===== config.mk =====
export PLATFORM = sky130hd
export DESIGN_NAME = rr_grant_scheduler_flat
export DESIGN_NICKNAME = d
export VERILOG_FILES = /design/src/rtl/rr_grant_scheduler_pkg.sv /design/src/rtl/rr_grant_scheduler_if.sv /design/src/rtl/rr_grant_scheduler_pick.sv /design/src/rtl/rr_grant_scheduler.sv /design/src/flat_wrapper.sv
export SDC_FILE = /design/constraint.sdc
export NUM_CORES = 1
export LEC_CHECK = 0
export CAP_MARGIN = 20
export CORE_ASPECT_RATIO = 1.4
export CORE_UTILIZATION = 60
export CTS_CLUSTER_DIAMETER = 80
export DETAILED_ROUTE_END_ITERATION = 8
export DONT_BUFFER_PORTS = 1
export PLACE_DENSITY = 0.75
export SKIP_LAST_GASP = 1
export SLEW_MARGIN = 20
export SYNTH_ARGS = -nofsm -noshare
export SYNTH_HDL_FRONTEND = slang
export SYNTH_SLANG_ARGS = --single-unit

===== constraint.sdc =====
create_clock -name clk -period 8.1 [get_ports clk]
set_clock_uncertainty 0.15 [all_clocks]
set_input_delay 2.43 -clock clk [delete_from_list [all_inputs] [get_ports clk]]
set_output_delay 2.43 -clock clk [all_outputs]
set_load 0.02 [all_outputs]

===== src/rtl/rr_grant_scheduler_pkg.sv =====
// Shared types and default sizing for the round-robin grant scheduler.
// Latency: n/a (declarations only).
// Backpressure: n/a (declarations only).
package rr_sched_pkg;

    // Default number of requesters sharing the downstream resource
    localparam int N_REQ_DEF    = 16;
    // Width of a requester index; clog2(N_REQ_DEF)
    localparam int IDX_W_DEF    = 4;
    // Longest a single grantee may keep the resource, in cycles (1..255)
    localparam int MAX_HOLD_DEF = 8;
    // Width of the hold counter; wide enough for the full legal MAX_HOLD range
    localparam int HOLD_W       = 8;

    // Scheduler FSM encoding
    typedef enum logic [0:0] {
        IDLE  = 1'b0,
        GRANT = 1'b1
    } state_e;

endpackage : rr_sched_pkg


===== src/rtl/rr_grant_scheduler_if.sv =====
// Request/grant bundle between the requesters and the round-robin scheduler.
// Latency: n/a (wiring only).
// Backpressure: none; req is a level, done a one-cycle pulse from the grantee.
interface rr_sched_if
    import rr_sched_pkg::*;
#(
    parameter int N_REQ = N_REQ_DEF,
    parameter int IDX_W = IDX_W_DEF
);

    logic [N_REQ-1:0] req;
    logic             done;
    logic             grant_valid;
    logic [IDX_W-1:0] grant_idx;
    logic [N_REQ-1:0] grant_onehot;
    logic             timeout;
    logic [IDX_W-1:0] ptr;

    // Scheduler side: consumes requests, produces the grant stream
    modport slave (
        input  req,
        input  done,
        output grant_valid,
        output grant_idx,
        output grant_onehot,
        output timeout,
        output ptr
    );

    // Requester side: drives requests and completion, observes grants
    modport master (
        output req,
        output done,
        input  grant_valid,
        input  grant_idx,
        input  grant_onehot,
        input  timeout,
        input  ptr
    );

endinterface : rr_sched_if


===== src/rtl/rr_grant_scheduler_pick.sv =====
// Rotating-priority encoder: first set request at or after ptr, wrapping.
// Latency: purely combinational.
// Backpressure: none.
module rr_pick
    import rr_sched_pkg::*;
#(
    parameter int N_REQ = N_REQ_DEF,
    parameter int IDX_W = IDX_W_DEF
) (
    input  logic [N_REQ-1:0] req,
    input  logic [IDX_W-1:0] ptr,
    output logic             any,
    output logic [IDX_W-1:0] idx
);

    // The request vector is duplicated so that the wrapped search becomes a
    // plain lowest-set-bit search: bits below ptr in the lower copy are
    // masked off, the upper copy stays whole and supplies the wrapped part.
    logic [2*N_REQ-1:0] w_dbl;
    logic [2*N_REQ-1:0] w_masked;
    logic               w_found;

    // Build the double-width vector and mask the positions below ptr
    always_comb begin
        w_dbl    = {req, req};
        w_masked = '0;
        for (int b = 0; b < 2 * N_REQ; b++) begin
            w_masked[b] = w_dbl[b] & (b >= int'(ptr));
        end
    end

    // Fixed-priority encode of the masked vector, folded back to N_REQ range
    always_comb begin
        w_found = 1'b0;
        idx     = '0;
        for (int b = 0; b < 2 * N_REQ; b++) begin
            if (!w_found && w_masked[b]) begin
                w_found = 1'b1;
                idx     = IDX_W'(b % N_REQ);
            end
        end
    end

    // Any request at all guarantees a hit somewhere in the upper copy
    assign any = |req;

endmodule : rr_pick


===== src/rtl/rr_grant_scheduler.sv =====
// Round-robin scheduler: grants one of N_REQ requesters, held until done/withdraw/hold limit.
// Latency: request sampled in IDLE -> registered grant after one edge; release -> outputs clear after one edge.
// Backpressure: none; no preemption, other requesters simply wait their rotating turn.
module rr_grant_scheduler
    import rr_sched_pkg::*;
#(
    parameter int N_REQ    = N_REQ_DEF,
    parameter int IDX_W    = IDX_W_DEF,
    parameter int MAX_HOLD = MAX_HOLD_DEF
) (
    input  logic       clk,
    input  logic       rst,
    rr_sched_if.slave  bus
);

    // Legacy-style state constants mirroring the package enum
    localparam logic [0:0] ST_IDLE  = IDLE;
    localparam logic [0:0] ST_GRANT = GRANT;

    // Hold-counter value on the last cycle a grant is allowed to persist
    localparam logic [HOLD_W-1:0] HOLD_LAST = HOLD_W'(MAX_HOLD - 1);
    localparam logic [HOLD_W-1:0] HOLD_SAT  = '1;
    localparam logic [IDX_W-1:0]  IDX_LAST  = IDX_W'(N_REQ - 1);

    logic [0:0]        r_state;
    logic [IDX_W-1:0]  r_ptr;
    logic [HOLD_W-1:0] r_hold_cnt;
    logic              r_grant_valid;
    logic [IDX_W-1:0]  r_grant_idx;
    logic [N_REQ-1:0]  r_grant_onehot;
    logic              r_timeout;

    logic              w_pick_any;
    logic [IDX_W-1:0]  w_pick_idx;
    logic [N_REQ-1:0]  w_pick_onehot;
    logic              w_own_req;
    logic              w_hold_last;
    logic              w_release;
    logic              w_forced;
    logic [IDX_W-1:0]  w_ptr_next;

    rr_pick #(
        .N_REQ (N_REQ),
        .IDX_W (IDX_W)
    ) u_pick (
        .req (bus.req),
        .ptr (r_ptr),
        .any (w_pick_any),
        .idx (w_pick_idx)
    );

    // Release decision for the current grant; done and withdraw take priority
    // over the hold limit, so only an otherwise-clean limit hit is "forced".
    always_comb begin
        w_pick_onehot = N_REQ'(1) << w_pick_idx;
        w_own_req     = bus.req[r_grant_idx];
        w_hold_last   = (r_hold_cnt == HOLD_LAST);
        w_release     = bus.done | ~w_own_req | w_hold_last;
        w_forced      = ~bus.done & w_own_req & w_hold_last;
        w_ptr_next    = (r_grant_idx == IDX_LAST) ? '0 : r_grant_idx + 1'b1;
    end

    // FSM, rotating pointer, hold counter and registered grant outputs
    always_ff @(posedge clk) begin
        if (rst) begin
            r_state        <= ST_IDLE;
            r_ptr          <= '0;
            r_hold_cnt     <= '0;
            r_grant_valid  <= 1'b0;
            r_grant_idx    <= '0;
            r_grant_onehot <= '0;
            r_timeout      <= 1'b0;
        end else begin
            r_timeout <= 1'b0;
            case (r_state)
                ST_IDLE: begin
                    if (w_pick_any) begin
                        r_state        <= ST_GRANT;
                        r_hold_cnt     <= '0;
                        r_grant_valid  <= 1'b1;
                        r_grant_idx    <= w_pick_idx;
                        r_grant_onehot <= w_pick_onehot;
                    end
                end
                ST_GRANT: begin
                    if (w_release) begin
                        r_state        <= ST_IDLE;
                        r_ptr          <= w_ptr_next;
                        r_hold_cnt     <= '0;
                        r_grant_valid  <= 1'b0;
                        r_grant_idx    <= '0;
                        r_grant_onehot <= '0;
                        r_timeout      <= w_forced;
                    end else if (r_hold_cnt != HOLD_SAT) begin
                        r_hold_cnt <= r_hold_cnt + 1'b1;
                    end
                end
                default: begin
                    r_state <= ST_IDLE;
                end
            endcase
        end
    end

    // All outputs come straight from registers, so no combinational path from req
    always_comb begin
        bus.grant_valid  = r_grant_valid;
        bus.grant_idx    = r_grant_idx;
        bus.grant_onehot = r_grant_onehot;
        bus.timeout      = r_timeout;
        bus.ptr          = r_ptr;
    end

endmodule : rr_grant_scheduler


===== src/flat_wrapper.sv =====
// flat-port wrapper written by rule: the top's interface ports become plain ports
module rr_grant_scheduler_flat import rr_sched_pkg::*;
#(
    parameter int N_REQ    = N_REQ_DEF,
    parameter int IDX_W    = IDX_W_DEF,
    parameter int MAX_HOLD = MAX_HOLD_DEF
)
  (clk, rst, bus_req, bus_done, bus_grant_valid, bus_grant_idx, bus_grant_onehot, bus_timeout, bus_ptr);
  rr_sched_if #(.N_REQ(N_REQ), .IDX_W(IDX_W)) bus_i ();
  input  logic clk;
  input  logic rst;
  input wire logic [$bits(bus_i.req)-1:0] bus_req;
  input wire logic [$bits(bus_i.done)-1:0] bus_done;
  output wire logic [$bits(bus_i.grant_valid)-1:0] bus_grant_valid;
  output wire logic [$bits(bus_i.grant_idx)-1:0] bus_grant_idx;
  output wire logic [$bits(bus_i.grant_onehot)-1:0] bus_grant_onehot;
  output wire logic [$bits(bus_i.timeout)-1:0] bus_timeout;
  output wire logic [$bits(bus_i.ptr)-1:0] bus_ptr;
  assign bus_i.req = bus_req;
  assign bus_i.done = bus_done;
  assign bus_grant_valid = bus_i.grant_valid;
  assign bus_grant_idx = bus_i.grant_idx;
  assign bus_grant_onehot = bus_i.grant_onehot;
  assign bus_timeout = bus_i.timeout;
  assign bus_ptr = bus_i.ptr;
  rr_grant_scheduler #(.N_REQ(N_REQ), .IDX_W(IDX_W), .MAX_HOLD(MAX_HOLD)) u_core (.clk(clk), .rst(rst), .bus(bus_i));
endmodule

* Word level (Yosys, flattened, before mapping)
Index checks and enable logic that the tools add are counted.
** Word-level totals
- Flip-flop bits (word level) :: 35
** Cells by class
- Multiplexer cells :: 81
- $lt $le $gt $ge :: 16
- Reduce and logical (&&, ||, !) cells :: 67
- Shift operators :: 1
- Equal/unequal tests :: 6
- Bitwise operators :: 23
- Add/subtract/negate cells :: 2
** Operators with widths (number)
- 4-bit 2-to-1 mux :: 27
- 1-bit 2-to-1 mux :: 37
- 16-bit 2-to-1 mux :: 2
- 16-bit one-hot mux with 2 select lines :: 1
- 1-bit logical AND :: 31
- 1-bit zero test :: 31
- 4-bit >= comparator, first input constant :: 7
- 8-bit 2-to-1 mux :: 3
- 1-bit bitwise AND :: 17
- 3-bit by 4-bit >= comparator with 1-bit output, first input constant :: 4
- 8-bit one-hot mux with 2 select lines :: 1
- 16-bit OR reduction :: 1
- 1-bit by 4-bit << shifter with 16-bit output, first input constant :: 1
- 3-bit 2-to-1 mux :: 4
- 8-bit by 1-bit adder with 8-bit output, second input constant :: 1
- 8-bit by 3-bit == test with 1-bit output, second input constant :: 1
- 1-bit by 4-bit >= comparator with 1-bit output, first input constant :: 2
- 2-bit by 4-bit >= comparator with 1-bit output, first input constant :: 2
- 8-bit != test, second input constant :: 1
- 4-bit one-hot mux with 2 select lines :: 1
- 2-bit AND reduction :: 3
- 4-bit by 5-bit < comparator with 1-bit output, second input constant :: 1
- 4-bit by 1-bit adder with 4-bit output, second input constant :: 1
- 1-bit binary-select mux with 4-bit select :: 1
- other kinds (8) :: 15

* Longest topological paths before layout
- Depth after elaboration :: 99
- Depth in mapped cells :: 9

* Hierarchy
From an unflattened synthesis, not the netlist that was laid out.
** Unflattened totals
- Cell total of the unflattened synthesis :: 276
- Area, all modules :: 2359.8 µm²
** By module, submodules not included
- rr_grant_scheduler :: seq. area each 700.7 µm², area each 1717.9 µm², times used 1, cells an instance 178
- rr_pick :: seq. area each 0.0 µm², area each 641.9 µm², times used 1, cells an instance 98

* Worst setup path before layout
No wires, ideal clock.
- Kind :: input to register
- Start :: input bus_req[4]
- End :: register u_core.r_grant_onehot[8] (netlist: u_core.bus.grant_onehot[8])
- Stages :: 7
- Path buffers :: 0
- Arrival :: 4084 ps
- Library setup time :: 117 ps
- Setup slack :: 3749 ps
- Required time :: 7833 ps
- Cells stage by stage :: nor4_1 nand3_1 or3_1 a221oi_2 a211o_1 a21boi_1 a22o_1
** Between the ends
- Word-level cells in the longest chain between the ends :: 87
** Ends and longest elaborated chain
- start: declaration :: RTL line flat_wrapper.sv:12 : input wire logic [$bits(bus_i.req)-1:0] bus_req;
- 1-bit bitwise AND :: RTL line rr_grant_scheduler_pick.sv:28 : w_masked[b] = w_dbl[b] & (b >= int'(ptr));
- 1-bit logical AND :: RTL line rr_grant_scheduler_pick.sv:37 : if (!w_found && w_masked[b]) begin
- 1-bit 2-to-1 mux :: RTL line rr_grant_scheduler_pick.sv:37
- 1-bit zero test :: RTL line rr_grant_scheduler_pick.sv:37
- 1-bit logical AND :: RTL line rr_grant_scheduler_pick.sv:37
- 1-bit 2-to-1 mux :: RTL line rr_grant_scheduler_pick.sv:37
- 1-bit zero test :: RTL line rr_grant_scheduler_pick.sv:37
- 1-bit logical AND :: RTL line rr_grant_scheduler_pick.sv:37
- [... 71 more ...]
- 1-bit logical AND :: RTL line rr_grant_scheduler_pick.sv:37
- 1-bit 2-to-1 mux :: RTL line rr_grant_scheduler_pick.sv:37
- 1-bit zero test :: RTL line rr_grant_scheduler_pick.sv:37
- 1-bit logical AND :: RTL line rr_grant_scheduler_pick.sv:37
- 4-bit 2-to-1 mux :: RTL line rr_grant_scheduler_pick.sv:37
- 1-bit by 4-bit << shifter with 16-bit output :: RTL line rr_grant_scheduler.sv:55 : w_pick_onehot = N_REQ'(1) << w_pick_idx;
- 16-bit 2-to-1 mux :: RTL line rr_grant_scheduler.sv:77 : if (w_pick_any) begin
- 16-bit one-hot mux with 2 select lines :: RTL line rr_grant_scheduler.sv:75 : case (r_state)
- end signal: assignment :: RTL line rr_grant_scheduler.sv:82 : r_grant_onehot <= w_pick_onehot;
- end: declaration :: RTL line rr_grant_scheduler.sv:30 : logic [N_REQ-1:0] r_grant_onehot;
Several ways; a longest one is shown, not always the timed one. The select of a mux whose other input is x is not followed.
A chain may end at the register's enable or synchronous reset.

* Final worst setup path
- Start :: input bus_req[12]
- End :: register u_core.r_grant_onehot[12] (netlist: u_core.bus.grant_onehot[12])
** Between the ends
- Word-level cells in the longest chain between the ends :: 63
** Ends and longest elaborated chain (RTL line)
- 1-bit bitwise AND :: rr_grant_scheduler_pick.sv:28
- 1-bit logical AND :: rr_grant_scheduler_pick.sv:37
- 1-bit 2-to-1 mux :: rr_grant_scheduler_pick.sv:37
- 1-bit zero test :: rr_grant_scheduler_pick.sv:37
- 1-bit logical AND :: rr_grant_scheduler_pick.sv:37
- 1-bit 2-to-1 mux :: rr_grant_scheduler_pick.sv:37
- 1-bit zero test :: rr_grant_scheduler_pick.sv:37
- 1-bit logical AND :: rr_grant_scheduler_pick.sv:37
- [... 47 more ...]
- 1-bit logical AND :: rr_grant_scheduler_pick.sv:37
- 1-bit 2-to-1 mux :: rr_grant_scheduler_pick.sv:37
- 1-bit zero test :: rr_grant_scheduler_pick.sv:37
- 1-bit logical AND :: rr_grant_scheduler_pick.sv:37
- 4-bit 2-to-1 mux :: rr_grant_scheduler_pick.sv:37
- 1-bit by 4-bit << shifter with 16-bit output :: rr_grant_scheduler.sv:55
- 16-bit 2-to-1 mux :: rr_grant_scheduler.sv:77
- 16-bit one-hot mux with 2 select lines :: rr_grant_scheduler.sv:75
Several ways; a longest one is shown, not always the timed one. The select of a mux whose other input is x is not followed.

==> flow_metrics.py <==
metrics = {
    "setup_path": {
        "ff2ff_path_depth": 7,
        "slowest_stage": "a211oi_4",
        "worstPathArrival_ns": 4.48,
        "crit_cells": 6,
        "critPathLaunchType": "input pin",
        "cp_max_fo": 17,
        "cp_cell_sequence": "or3_1, or3_1, nor2_1, nor2_1, a211oi_4, a22o_1",
        "crit_end": "u_core.bus.grant_onehot[12]",
        "cp_top_family": "simple AND/OR/NAND/NOR gates",
        "path_buf_inv": 0,
        "crit_start": "bus_req[12]",
        "critical_path_class": "input pin to flip-flop",
        "crit_required_ns": 8.19,
        "reg2reg_from": "u_core.bus.ptr[2]",
        "max_stage_delay_ns": 0.64,
        "r2r_setup_slack_ns": 5.04,
        "end_kind": "flip-flop",
        "r2r_end": "u_core.bus.grant_onehot[12]",
    },
    "yosys": {
        "synth_ff_type": "dfxtp_1",
        "ys_ff_latch": 35,
        "ys_seq_area_share_pct": 32.5,
        "synthCells": 265,
        "synth.avg_cell_area_sq_um": 8.13,
        "syn_nets": 286,
        "yosys_warnings": 0,
        "netlist_area_sq_mm": 0.00215,
        "ys_types": 57,
        "synth-edff-count": 0,
        "synthArstFlopShare_pct": 0,
    },
    "sta": {
        "post-route-period-util_pct": 54.2,
        "min_period_ns": 4.39,
        "holdWs_ns": 0.396,
        "setup_violations": 0,
        "fmax_mhz": 228,
        "max_slew_margin_pct": 51.3,
        "rsz0062_at_grt": "no",
        "setup-tns-final_ns": 0,
        "worstMarginPinSlew_ns": 0.730,
        "slew_viol_final": 0,
        "hold_viol": 0,
    },
    "power": {
        "powerDensity_mw_per_mm2": 197,
        "p_leak_nw": 0.796,
        "max-vdd-ir-drop_mv": 0.176,
        "total_power_w": 0.000445,
    },
    "routing": {
        "vias": 1977,
        "first_iter_violations": 95,
        "first_pass_iters": 4,
        "ant_nets": 0,
        "vias_per_cell": 6.57,
        "wire_per_inst_um": 18.0,
        "drc": 0,
        "wirelength_um": 5410,
    },
    "clock_network": {
        "cts_tree": "done",
        "clk_root_buffer_cell": "clkbuf_8",
        "numCtsBuffers": 5,
        "clockBufferDepth": 2,
        "cts_sinks": 35,
        "postCtsHoldBufs": 0,
        "post_cts_buffers": 0,
        "ctsHtreeMaxLevel": 2,
        "cts_resized": 0,
        "clkTransAtPathRegs_ns": 0.07,
        "clkLatencyLatePin_ns": 0.29,
    },
    "layout": {
        "final_nets": 281,
        "final_util_pct": 66.3,
        "syn2layout_area_growth_pct": 5.06,
        "layout-drive-gt1-share_pct": 9.20,
        "antenna_cells": 0,
    },
    "die": {
        "die_area_sq_mm": 0.00384,
        "core.rowCount": 25,
        "core_area_sq_mm": 0.00341,
        "pin_count": 45,
        "start_util_pct": 63.2,
        "die_w_um": 52.6,
        "die_h_um": 72.9,
    },
    "placed_design": {
        "gp_congestion": 0.940,
        "io_buffer_count": 0,
        "dpl.hpwl_um": 3890,
    },
    "global_route": {
        "grt_pass1_vias": 1855,
        "grt-ovfl-total": 0,
        "grt_pass1_wl_um": 8680,
        "grt_max_degree": 19,
        "track_usage_pct": 30.2,
        "antenna_found_initial": 0,
    },
    "job": {
        "drv_cap": 0,
    },
    "hold_path": {
        "hold_path_class": "flip-flop to flip-flop",
        "holdPathStages": 2,
    },
    "run_status": {
        "status": "complete, no violations",
    },
}
-- state kept, by name, indices dropped and copies added (netlist names) --
register and flops:
u_core.bus.grant_valid 1, u_core.bus.ptr 4, u_core.bus.grant_onehot 16, u_core.r_state 1
u_core.r_hold_cnt 8, u_core.bus.grant_idx 4, u_core.bus.timeout 1
-- cell usage in the layout, fill, tap and decap left out, types with 4 or more instances in the layout --
cell	n
xor2_1	7
a22o_1	8
or3_1	4
a211oi_1	4
nand3_1	13
nor2_1	25
a21oi_1	17
mux2i_1	4
mux4_2	4
inv_1	8
nand2_1	23
clkbuf_8	5
nor3_1	7
dfxtp_1	35
nand2b_1	4
or2_2	4
o21ai_0	28
-- report_power, final --
group          leakage [nW]  switching (W)  internal [W]  total (W)
sequential            0.284      0.0000294      0.000181   0.000210
clock                0.0581      0.0000653     0.0000916   0.000157
combinational         0.454      0.0000455     0.0000327  0.0000782
-- cell families after synthesis --
kind of cell | after synthesis | share of synthesized area (%)
xor gates and xnor gates | 8 | 3.25
muxes | 8 | 6.04
and+or+nand+nor | 98 | 22.6
buffers and inverters | 20 | 3.89
DFF | 35 | 32.5
AOI/OAI and AO/OA | 94 | 30.5
adders and majority gates | 2 | 1.16
-- worst min-delay path, stage by stage, from the launching register on --
cell and delay [ns]:
dfxtp_1 0.36, xor2_1 0.08, nor2_1 0.08
-- layout make-up --
class,instances,area [sq um]
fillers,310,1150
clock buffers,5,68.8
flip-flops and latches,35,701
inverters,8,30.0
multi-input cells,210,1370
clock inverters,3,43.8
well taps,40,50.0
-- per-stage QoR --
stage	std cells	area, sq um	worst slack (ns)
after floorplan	265	2150	3.75
after global placement	293	2150	3.50
after detailed placement	293	2150	3.49
after CTS	301	2260	3.72
after global routing	301	2260	3.54
final	301	2260	3.71
-- cell usage after synthesis (3+ instances only) --
| cell | count | area share [%] |
|---|---|---|
| clkbuf_1 | 5 | 0.87 |
| o21a_1 | 3 | 1.0 |
| a211oi_1 | 4 | 1.4 |
| nand4_1 | 3 | 0.87 |
| a21oi_1 | 17 | 4.0 |
| nand3_1 | 13 | 3.0 |
| nor2_1 | 25 | 4.4 |
| or2_2 | 4 | 1.2 |
| a21boi_1 | 3 | 1.0 |
| or3_1 | 4 | 1.2 |
| xor2_1 | 7 | 2.8 |
| nand2_1 | 23 | 4.0 |
| and3_1 | 3 | 0.87 |
| buf_2 | 7 | 1.6 |
| mux4_2 | 4 | 4.2 |
| mux2i_1 | 4 | 1.9 |
| inv_1 | 8 | 1.4 |
| o21bai_1 | 3 | 1.0 |
| o31ai_1 | 3 | 1.0 |
| nand2b_1 | 4 | 1.2 |
| o21ai_0 | 28 | 6.5 |
| nor2b_1 | 3 | 0.87 |
| dfxtp_1 | 35 | 33 |
| a22o_1 | 8 | 3.3 |
| nor3_1 | 7 | 1.6 |
-- worst min-delay path by stage --
stage	startpoint	endpoint
after floorplan	u_core.r_hold_cnt[5]	u_core.r_hold_cnt[5]
after global placement	u_core.r_hold_cnt[1]	u_core.r_hold_cnt[1]
after detailed placement	u_core.r_hold_cnt[1]	u_core.r_hold_cnt[1]
after CTS	u_core.r_hold_cnt[1]	u_core.r_hold_cnt[1]
after global routing	u_core.r_hold_cnt[5]	u_core.r_hold_cnt[5]
final	u_core.r_hold_cnt[5]	u_core.r_hold_cnt[5]
-- layer usage --
metal / up-vias / global-route usage, % / wire length [um]
met1: 928 / 35.0 / 2260
met2: 54 / 52.3 / 2720
met3: 13 / 7.29 / 294
li1: 982 / - / -
met5: - / 0 / 0
met4: 0 / 11.4 / 139
(Power assumes the default switching activity.)
